`src/rtl/vx_commit_arb.sv`:
```
`default_nettype none
// ============================================================================
// Module   : vx_commit_arb
// Purpose  : Packet-atomic round-robin commit arbiter with registered output
//            and retired-instruction counter.
// Revision : 1.0
// ============================================================================
module vx_commit_arb #(
    parameter int NUM_REQS   = 4,
    parameter int DATA_WIDTH = 256,
    parameter int CNT_WIDTH  = 64,
    localparam int SEL_W     = (NUM_REQS > 1) ? $clog2(NUM_REQS) : 1
) (
    input  logic                           clk,
    input  logic                           reset_n,
    input  logic [NUM_REQS-1:0]            in_valid,
    input  logic [NUM_REQS*DATA_WIDTH-1:0] in_data,
    input  logic [NUM_REQS-1:0]            in_sop,
    input  logic [NUM_REQS-1:0]            in_eop,
    output logic [NUM_REQS-1:0]            in_ready,
    output logic                           out_valid,
    output logic [DATA_WIDTH-1:0]          out_data,
    output logic                           out_sop,
    output logic                           out_eop,
    output logic [SEL_W-1:0]               out_sel,
    input  logic                           out_ready,
    output logic [CNT_WIDTH-1:0]           commit_cnt
);

    localparam int SUM_W = SEL_W + 1;

    // Output slot and arbitration state
    logic                  out_valid_q,  out_valid_d;
    logic [DATA_WIDTH-1:0] out_data_q,   out_data_d;
    logic                  out_sop_q,    out_sop_d;
    logic                  out_eop_q,    out_eop_d;
    logic [SEL_W-1:0]      out_sel_q,    out_sel_d;
    logic                  lock_q,       lock_d;
    logic [SEL_W-1:0]      lock_idx_q,   lock_idx_d;
    logic [SEL_W-1:0]      rr_ptr_q,     rr_ptr_d;
    logic [CNT_WIDTH-1:0]  commit_cnt_q, commit_cnt_d;

    logic                  w_load_en;
    logic                  w_grant_found;
    logic [SEL_W-1:0]      w_grant_idx;
    logic [SUM_W-1:0]      w_cand;
    logic                  w_sel_valid;
    logic                  w_sel_sop;
    logic                  w_sel_eop;
    logic [DATA_WIDTH-1:0] w_sel_data;
    logic                  w_accept;
    logic [SUM_W-1:0]      w_rr_sum;
    logic [SEL_W-1:0]      w_rr_next;

    assign w_load_en = ~out_valid_q | out_ready;

    // A held lock overrides the round-robin scan, even if the owner is idle.
    always_comb begin
        w_grant_found = 1'b0;
        w_grant_idx   = '0;
        w_cand        = '0;
        if (lock_q) begin
            w_grant_found = 1'b1;
            w_grant_idx   = lock_idx_q;
        end else begin
            for (int k = 0; k < NUM_REQS; k++) begin
                w_cand = {1'b0, rr_ptr_q} + SUM_W'(k);
                if (w_cand >= SUM_W'(NUM_REQS)) begin
                    w_cand = w_cand - SUM_W'(NUM_REQS);
                end
                if (!w_grant_found && in_valid[w_cand[SEL_W-1:0]]) begin
                    w_grant_found = 1'b1;
                    w_grant_idx   = w_cand[SEL_W-1:0];
                end
            end
        end
    end

    always_comb begin
        w_sel_valid = 1'b0;
        w_sel_sop   = 1'b0;
        w_sel_eop   = 1'b0;
        w_sel_data  = '0;
        for (int i = 0; i < NUM_REQS; i++) begin
            if (w_grant_idx == SEL_W'(i)) begin
                w_sel_valid = in_valid[i];
                w_sel_sop   = in_sop[i];
                w_sel_eop   = in_eop[i];
                w_sel_data  = in_data[i*DATA_WIDTH +: DATA_WIDTH];
            end
        end
    end

    assign w_accept = reset_n & w_grant_found & w_sel_valid & w_load_en;

    always_comb begin
        w_rr_sum = {1'b0, w_grant_idx} + SUM_W'(1);
        if (w_rr_sum >= SUM_W'(NUM_REQS)) begin
            w_rr_next = '0;
        end else begin
            w_rr_next = w_rr_sum[SEL_W-1:0];
        end
    end

    generate
        if (NUM_REQS == 1) begin : g_single
            assign in_ready[0] = reset_n & w_load_en;
        end else begin : g_multi
            for (genvar i = 0; i < NUM_REQS; i++) begin : g_ready
                assign in_ready[i] = reset_n & w_grant_found & w_load_en &
                                     (w_grant_idx == SEL_W'(i));
            end
        end
    endgenerate

    always_comb begin
        out_valid_d  = out_valid_q;
        out_data_d   = out_data_q;
        out_sop_d    = out_sop_q;
        out_eop_d    = out_eop_q;
        out_sel_d    = out_sel_q;
        lock_d       = lock_q;
        lock_idx_d   = lock_idx_q;
        rr_ptr_d     = rr_ptr_q;
        commit_cnt_d = commit_cnt_q;

        if (w_accept) begin
            out_valid_d = 1'b1;
            out_data_d  = w_sel_data;
            out_sop_d   = w_sel_sop;
            out_eop_d   = w_sel_eop;
            out_sel_d   = w_grant_idx;
            // sop is deliberately ignored: only eop opens or closes a lock
            if (w_sel_eop) begin
                lock_d       = 1'b0;
                rr_ptr_d     = w_rr_next;
                commit_cnt_d = commit_cnt_q + CNT_WIDTH'(1);
            end else begin
                lock_d     = 1'b1;
                lock_idx_d = w_grant_idx;
            end
        end else if (out_ready) begin
            out_valid_d = 1'b0;
        end
    end

    always_ff @(posedge clk or negedge reset_n) begin
        if (!reset_n) begin
            out_valid_q  <= 1'b0;
            out_data_q   <= '0;
            out_sop_q    <= 1'b0;
            out_eop_q    <= 1'b0;
            out_sel_q    <= '0;
            lock_q       <= 1'b0;
            lock_idx_q   <= '0;
            rr_ptr_q     <= '0;
            commit_cnt_q <= '0;
        end else begin
            out_valid_q  <= out_valid_d;
            out_data_q   <= out_data_d;
            out_sop_q    <= out_sop_d;
            out_eop_q    <= out_eop_d;
            out_sel_q    <= out_sel_d;
            lock_q       <= lock_d;
            lock_idx_q   <= lock_idx_d;
            rr_ptr_q     <= rr_ptr_d;
            commit_cnt_q <= commit_cnt_d;
        end
    end

    assign out_valid  = out_valid_q;
    assign out_data   = out_data_q;
    assign out_sop    = out_sop_q;
    assign out_eop    = out_eop_q;
    assign out_sel    = out_sel_q;
    assign commit_cnt = commit_cnt_q;

endmodule
`default_nettype wire

```
`config.mk`:
```
export PLATFORM = sky130hd
export DESIGN_NAME = vx_commit_arb
export DESIGN_NICKNAME = d
export VERILOG_FILES = /design/src/rtl/vx_commit_arb.sv
export SDC_FILE = /design/constraint.sdc
export NUM_CORES = 1
export LEC_CHECK = 0
export CAP_MARGIN = 40
export CORE_AREA = 2 2 531 533
export DETAILED_ROUTE_END_ITERATION = 8
export DIE_AREA = 0 0 533 535
export PLACE_DENSITY_LB_ADDON = 0.2
export SYNTH_ARGS = -nofsm -noshare
export SYNTH_HDL_FRONTEND = slang
export SYNTH_SLANG_ARGS = --single-unit
```
`constraint.sdc`:
```
create_clock -name clk -period 3.6 [get_ports clk]
set_input_delay 0.54 -clock clk [delete_from_list [all_inputs] [get_ports clk]]
set_output_delay 0.54 -clock clk [all_outputs]
set_load 0.02 [all_outputs]
```
After elaboration in Yosys (flattened, before gate mapping)
Index checks and enable logic that the tools add are counted.
{"block": "word_totals", "register_bits": 330, "wordCells": 100}
{"block": "op_classes", "addsub": 9, "order_cmp": 9, "n_eq_ne": 3, "muxes": 49, "n_bitwise": 11, "n_reduce_logical": 10}
{"cell": "256-bit 2-to-1 mux", "count": 4}
{"cell": "64-bit by 1-bit adder with 64-bit output, second input constant", "count": 1}
{"cell": "2-bit 2-to-1 mux", "count": 14}
{"cell": "1-bit 2-to-1 mux", "count": 27}
{"cell": "3-bit >= comparator, second input constant", "count": 4}
{"cell": "2-bit by 3-bit < comparator with 1-bit output, second input constant", "count": 4}
{"cell": "1-bit AND", "count": 8}
{"cell": "1-bit binary-select mux with 2-bit select", "count": 4}
{"cell": "2-bit by 1-bit subtractor with 2-bit output, second input constant", "count": 4}
{"cell": "2-bit by 1-bit adder with 3-bit output, second input constant", "count": 2}
{"cell": "2-bit by 2-bit adder with 3-bit output, second input constant", "count": 2}
{"cell": "2-bit == test, second input constant", "count": 2}
{"cell": "2-bit AND reduction", "count": 2}
{"cell": "2-bit by 3-bit >= comparator with 1-bit output, second input constant", "count": 1}
{"cell": "1-bit logical AND", "count": 3}
{"cell": "1-bit zero test", "count": 3}
{"cell": "2-bit by 1-bit == test with 1-bit output, second input constant", "count": 1}
{"cell": "2-bit zero test", "count": 1}
{"cell": "1-bit inverter", "count": 2}
{"cell": "2-bit nonzero test", "count": 1}
{"cell": "1-bit bitwise OR", "count": 1}

Depth between registers and ports, before layout
{"block": "logic_depth", "ltp_word": 27, "depth_mapped": 17, "depth_no_buf": 13}

Worst setup path before layout
Ideal clock, no wire load.
{"block": "synth_path", "path_kind": "register -> register", "startpoint": "register rr_ptr_q[1]", "endpoint": "register commit_cnt_q[32] (netlist: commit_cnt[32])", "setup_time_ns": 0.080, "t_arrival_ns": 3.722, "path_slack_ns": -0.201, "path_stages_with_launch": 18, "synth_period_minus_slack_ns": 3.801, "path_cell_list": "dfrtp_1 > clkbuf_1 > nand2_1 > a21oi_1 > nor2_1 > a2111oi_0 > nor2_1 > ha_1 > buf_6 > and3b_1 > a21oi_1 > a2111o_1 > buf_2 > or4_4 > buf_6 > buf_6 > nor3_2 > xor2_1"}
{"block": "synth_between", "elab_chain_cells": 27}
{"item": "from (decl)", "line": "40", "rtl": "logic [SEL_W-1:0] rr_ptr_q, rr_ptr_d;"}
{"item": "from (signal assigned)", "line": "166", "rtl": "rr_ptr_q <= rr_ptr_d;"}
{"item": "2-bit by 3-bit >= comparator with 1-bit output / 2-bit by 1-bit subtractor with 2-bit output (equally long branches)", "line": "68, 69"}
{"item": "2-bit 2-to-1 mux", "line": "68", "rtl": "if (w_cand >= SUM_W'(NUM_REQS)) begin"}
{"item": "2-bit 2-to-1 mux", "line": "62", "rtl": "if (lock_q) begin"}
{"item": "1-bit binary-select mux with 2-bit select", "line": "71", "rtl": "if (!w_grant_found && in_valid[w_cand[SEL_W-1:0]]) begin"}
{"item": "1-bit 2-to-1 mux (not written as such)", "line": "71"}
{"item": "1-bit 2-to-1 mux", "line": "71"}
{"item": "1-bit 2-to-1 mux", "line": "62"}
{"item": "1-bit zero test", "line": "71"}
{"item": "[8 not listed]"}
{"item": "1-bit logical AND", "line": "71"}
{"item": "2-bit 2-to-1 mux *", "line": "71"}
{"item": "2-bit 2-to-1 mux *", "line": "62"}
{"item": "via w_grant_idx[0]", "line": "45", "rtl": "logic [SEL_W-1:0] w_grant_idx;"}
{"item": "2-bit zero test", "line": "85", "rtl": "if (w_grant_idx == SEL_W'(i)) begin"}
{"item": "1-bit 2-to-1 mux (4 in a row)", "line": "85"}
{"item": "1-bit AND (2 in a row)", "line": "94", "rtl": "assign w_accept = reset_n & w_grant_found & w_sel_valid & w_load_en;"}
{"item": "2-bit AND reduction (no line) *"}
{"item": "to (signal assigned)", "line": "167", "rtl": "commit_cnt_q <= commit_cnt_d;"}
{"item": "to (decl)", "line": "41", "rtl": "logic [CNT_WIDTH-1:0] commit_cnt_q, commit_cnt_d;"}
The timed path passes the listed nets; every way through them passes the cells marked *. The select of a mux whose other input is x is not followed.
A chain may end at the register's enable or synchronous reset.

Worst setup path in the final report
{"block": "layout_path", "startpoint": "input in_valid[1]", "endpoint": "register out_data_q[117] (netlist: out_data[117])"}
{"block": "layout_between", "elab_chain_cells": 23}
{"item": "from (decl)", "line": "16", "rtl": "input logic [NUM_REQS-1:0] in_valid,"}
{"item": "1-bit binary-select mux with 2-bit select", "line": "71"}
{"item": "1-bit 2-to-1 mux (not written as such)", "line": "71"}
{"item": "1-bit 2-to-1 mux", "line": "71"}
{"item": "1-bit 2-to-1 mux", "line": "62"}
{"item": "1-bit zero test", "line": "71"}
{"item": "1-bit logical AND", "line": "71"}
{"item": "1-bit 2-to-1 mux", "line": "71"}
{"item": "1-bit 2-to-1 mux", "line": "62"}
{"item": "[4 not listed]"}
{"item": "1-bit zero test", "line": "71"}
{"item": "1-bit logical AND", "line": "71"}
{"item": "2-bit 2-to-1 mux *", "line": "71"}
{"item": "2-bit 2-to-1 mux *", "line": "62"}
{"item": "via w_grant_idx[1]", "line": "45"}
{"item": "2-bit zero test", "line": "85"}
{"item": "1-bit 2-to-1 mux (4 in a row)", "line": "85"}
{"item": "1-bit AND (2 in a row)", "line": "94"}
{"item": "to (signal assigned)", "line": "160", "rtl": "out_data_q <= out_data_d;"}
{"item": "to (decl)", "line": "34", "rtl": "logic [DATA_WIDTH-1:0] out_data_q, out_data_d;"}
Marks and branches as above.

==> summary.md <==
| Metric | Value |
|---|---|
| Final hold violations | 0 |
| GP Congestion | 0.869 |
| Post-Syn Nets | 3,439 |
| R2r startpoint | rr_ptr_q[1] |
| CTS buffer count | 52 |
| Number of global-route vias before repair | 26,200 |
| Area delta synth->final | 118% |
| Initial Util | 7.07% |
| Global-route wire length before repair | 268,000 µm |
| Post-synth EDFFs | 0 |
| Sequential share of the synthesized area | 41.9% |
| Cell Pwr Density | 955 nW/µm² |
| I/O pins | 1,368 |
| Wire per inst | 27.0 µm |
| Leak | 16.1 nW |
| Most used cell, CP | buf_4 |
| Nets@finish | 4,994 |
| Final ANT Viol Nets | 0 |
| CP endpoint kind | register |
| Clk root buf | clkbuf_16 |
| Largest net degree at the start of global routing | 113 |
| Die width | 533 µm |
| Worst slew pin tran | 0.856 ns |
| Post-Syn Area per Cell | 8.23 µm² |
| Hold Crit Class | input pin to asynchronous set/reset pin |
| Yosys warning count | 0 |
| Max Freq | 0.283 GHz |
| Share of layout cells above drive strength 1 | 12.9% |
| Commonest non-fill, non-tap cell in the layout | clkdlybuf4s50_1 |
| DPL Wire Length | 179,000 µm |
| Clock transition at the registers of the reported paths | 0.06 ns |
| Critical path class | input pin to register |
| Mean number of vias per cell | 3.31 |
| Max Cap Violations | 0 |
| Critical path required time | 4.14 ns |
| Initial antenna violation count | 159 |
| Status | complete, no violations |
| FF+latch count, synth | 330 |
| Async set-reset flop share out of synthesis | 100% |
| Commonest non-fill, non-tap cells in the layout | clkdlybuf4s50_1, dfrtp_1, buf_4 |
| Worst EP arrival | 4.07 ns |
| Core footprint | 279,000 µm² |
| Synth cell types | 48 |
| Final setup TNS | 0 ns |
| Max Root-Sink Buffers | 3 |
| Htree depth | 2 |
| Rel. slew slack | 42.8% |
| IO buf count | 1,367 |
| Total Wirelength | 210,000 µm |
| Crit path max fanout | 14 |
| Primary FF master, synth | dfrtp_1 |
| Cells after synthesis | 2,395 |
| Netlist Area Pre-Place | 19,700 µm² |
| GR Overflow Total | 0 |
| Crit path max-delay cell type | clkdlybuf4s50_1 |
| Final critical-path share of the clock period | 98.0% |
| Tot GR Track Use | 14.1% |
| Crit path launch | in_valid[1] |
| Die Height | 535 µm |
| Max incr delay on CP | 0.63 ns |
| Worst vdd ir | 445 µV |
| FILL cells | 31,600 |
| Final Skew | 0.0373 ns |
| Iter 0 DRT Violations | 1,289 |
| DIE AREA | 285,000 µm² |
| Post-layout min period | 3.53 ns |
| Remaining DRCs | 0 |
| Final Power | 41.0 mW |
| Placed Area | 40,300 µm² |
| Cell family with most CP delay | buffers and inverters |
| Standard-cell row count | 194 |
| Final instance area | 42,900 µm² |
| DRT Pass-1 Iters | 5 |
| CTS tree | built |
| CP cell instances | clkdlybuf4s50_1 > buf_4 > a21oi_1 > o2bb2ai_2 > nor2_1 > a21oi_1 > buf_4 > inv_2 > ha_4 > buf_8 > buf_16 > buf_4 > bufbuf_16 > a221oi_1 > buf_4 > nor3_1 > a21oi_1 > o21ai_0 |
| Critical Path Start Type | input pin |
| Clock Latency Late Sink | 0.72 ns |
| Via count | 25,700 |
| Final setup viols | 0 |
| Worst Path Buf+Inv | 9 |
| Clk sinks | 330 |
| Slew Viols, Final | 0 |
==> through the flow <==
step                hold WS [ns]  utilization, %  setup slack, ns  instances
global placement           0.358            14.4            -1.10       7581
global route               0.201            15.3         -0.00824       7714
finish                     0.266            15.4           0.0720       7754
detailed placement         0.357            14.4            -1.06       7584
CTS                        0.161            15.2         -0.00989       7698
floorplan                  0.244               -           0.0563       2395
==> synth_stat cells (3+ instances only) <==
cell type,instances,area [µm²]
and2_1,5,31.3
nor2b_1,259,1620
xnor2_1,25,219
nor4_2,4,50.1
clkbuf_1,228,856
nor4_1,11,68.8
nor3_1,273,1370
and3_1,6,37.5
o21ai_0,260,1300
buf_1,7,26.3
nand2_1,292,1100
nand4_1,12,75.1
or4_1,3,22.5
buf_6,3,33.8
buf_2,3,15.0
nor2_1,28,105
ha_1,5,62.6
xor2_1,38,333
nand2b_1,5,31.3
a221oi_1,256,2240
nor3_2,8,80.1
o31ai_1,3,22.5
dfrtp_1,330,8260
nand3_1,18,90.1
a21oi_1,268,1340
inv_1,19,71.3
==> power by group <==
part	total (mW)	switching (mW)	internal (mW)
sequential	5.85	0.779	5.07
combinational	29.6	17.3	12.4
clock	5.48	2.24	3.23
total	41.0	20.3	20.7
==> timing repair <==
action	CTS	global route
buffers inserted	15	12
resized for setup	25	29
hold buffers	1	0
hold endpoints to repair	65	0
pin swaps	4	5
gates cloned	7	1
endpoints found under the setup margin	45	110
==> routing by layer <==
layer  GRT usage [%]  vias to the layer above  wire (µm)
li1                -                    12000          -
met1            16.8                    12100      85900
met2            23.3                     1241      96000
met3            6.85                      308      23500
met4            1.78                      118       3430
met5               0                        -        736
==> final cells by class <==
cell class	count	area [µm²]	area share, %
diodes	42	105	0.245
clock buffers	72	1450	3.37
clock inverters	20	323	0.752
inverters	19	71.3	0.166
multi-input cells	1804	10700	24.9
flip-flops and latches	330	8260	19.2
well taps	3724	4660	10.9
repair buffers	1743	17400	40.4
==> cells by family (layout without fill, tap and decap cells) <==
group	after synthesis	after routing	synth area share, %
simple gates	934	934	24.1
compound gates	799	799	25.5
flops	330	330	41.9
buf+inv	261	1854	5.12
xor+xnor	63	63	2.80
fa+ha+maj	5	5	0.317
mux	3	3	0.222
other cells	0	42	0
==> flip-flops by register name, indices dropped and copies added (netlist names) <==
register	cells
lock_idx_q	2
out_valid	1
out_sel	2
commit_cnt	64
out_sop	1
rr_ptr_q	2
lock_q	1
out_data	256
out_eop	1
==> worst reg2reg max path: stages, from the launching register on <==
cell and delay [ns]:
dfrtp_1 0.41, buf_4 0.15, nand2_1 0.05, a21oi_1 0.06, nor2_1 0.21, a2111oi_4 0.07, nor2_4 0.20, inv_2 0.07
buf_6 0.12, ha_4 0.17, buf_8 0.13, buf_16 0.14, buf_4 0.17, bufbuf_16 0.28, a221oi_1 0.57, buf_4 0.24
nor3_1 0.05, a21oi_1 0.18, o21ai_0 0.10
==> path summary, 6_finish.rpt <==
path	end	slack (ns)	cells past startpoint
worst max-delay path	out_data[117]	0.07	18
worst min-delay path	out_data[181]	0.27	2
worst max register to register	out_data[117]	0.10	18
worst min register to register	commit_cnt[63]	0.47	1
max in group asynchronous	out_data[64]	1.35	5
min in group clk	commit_cnt[63]	0.47	1
(Power assumes the default switching activity.)
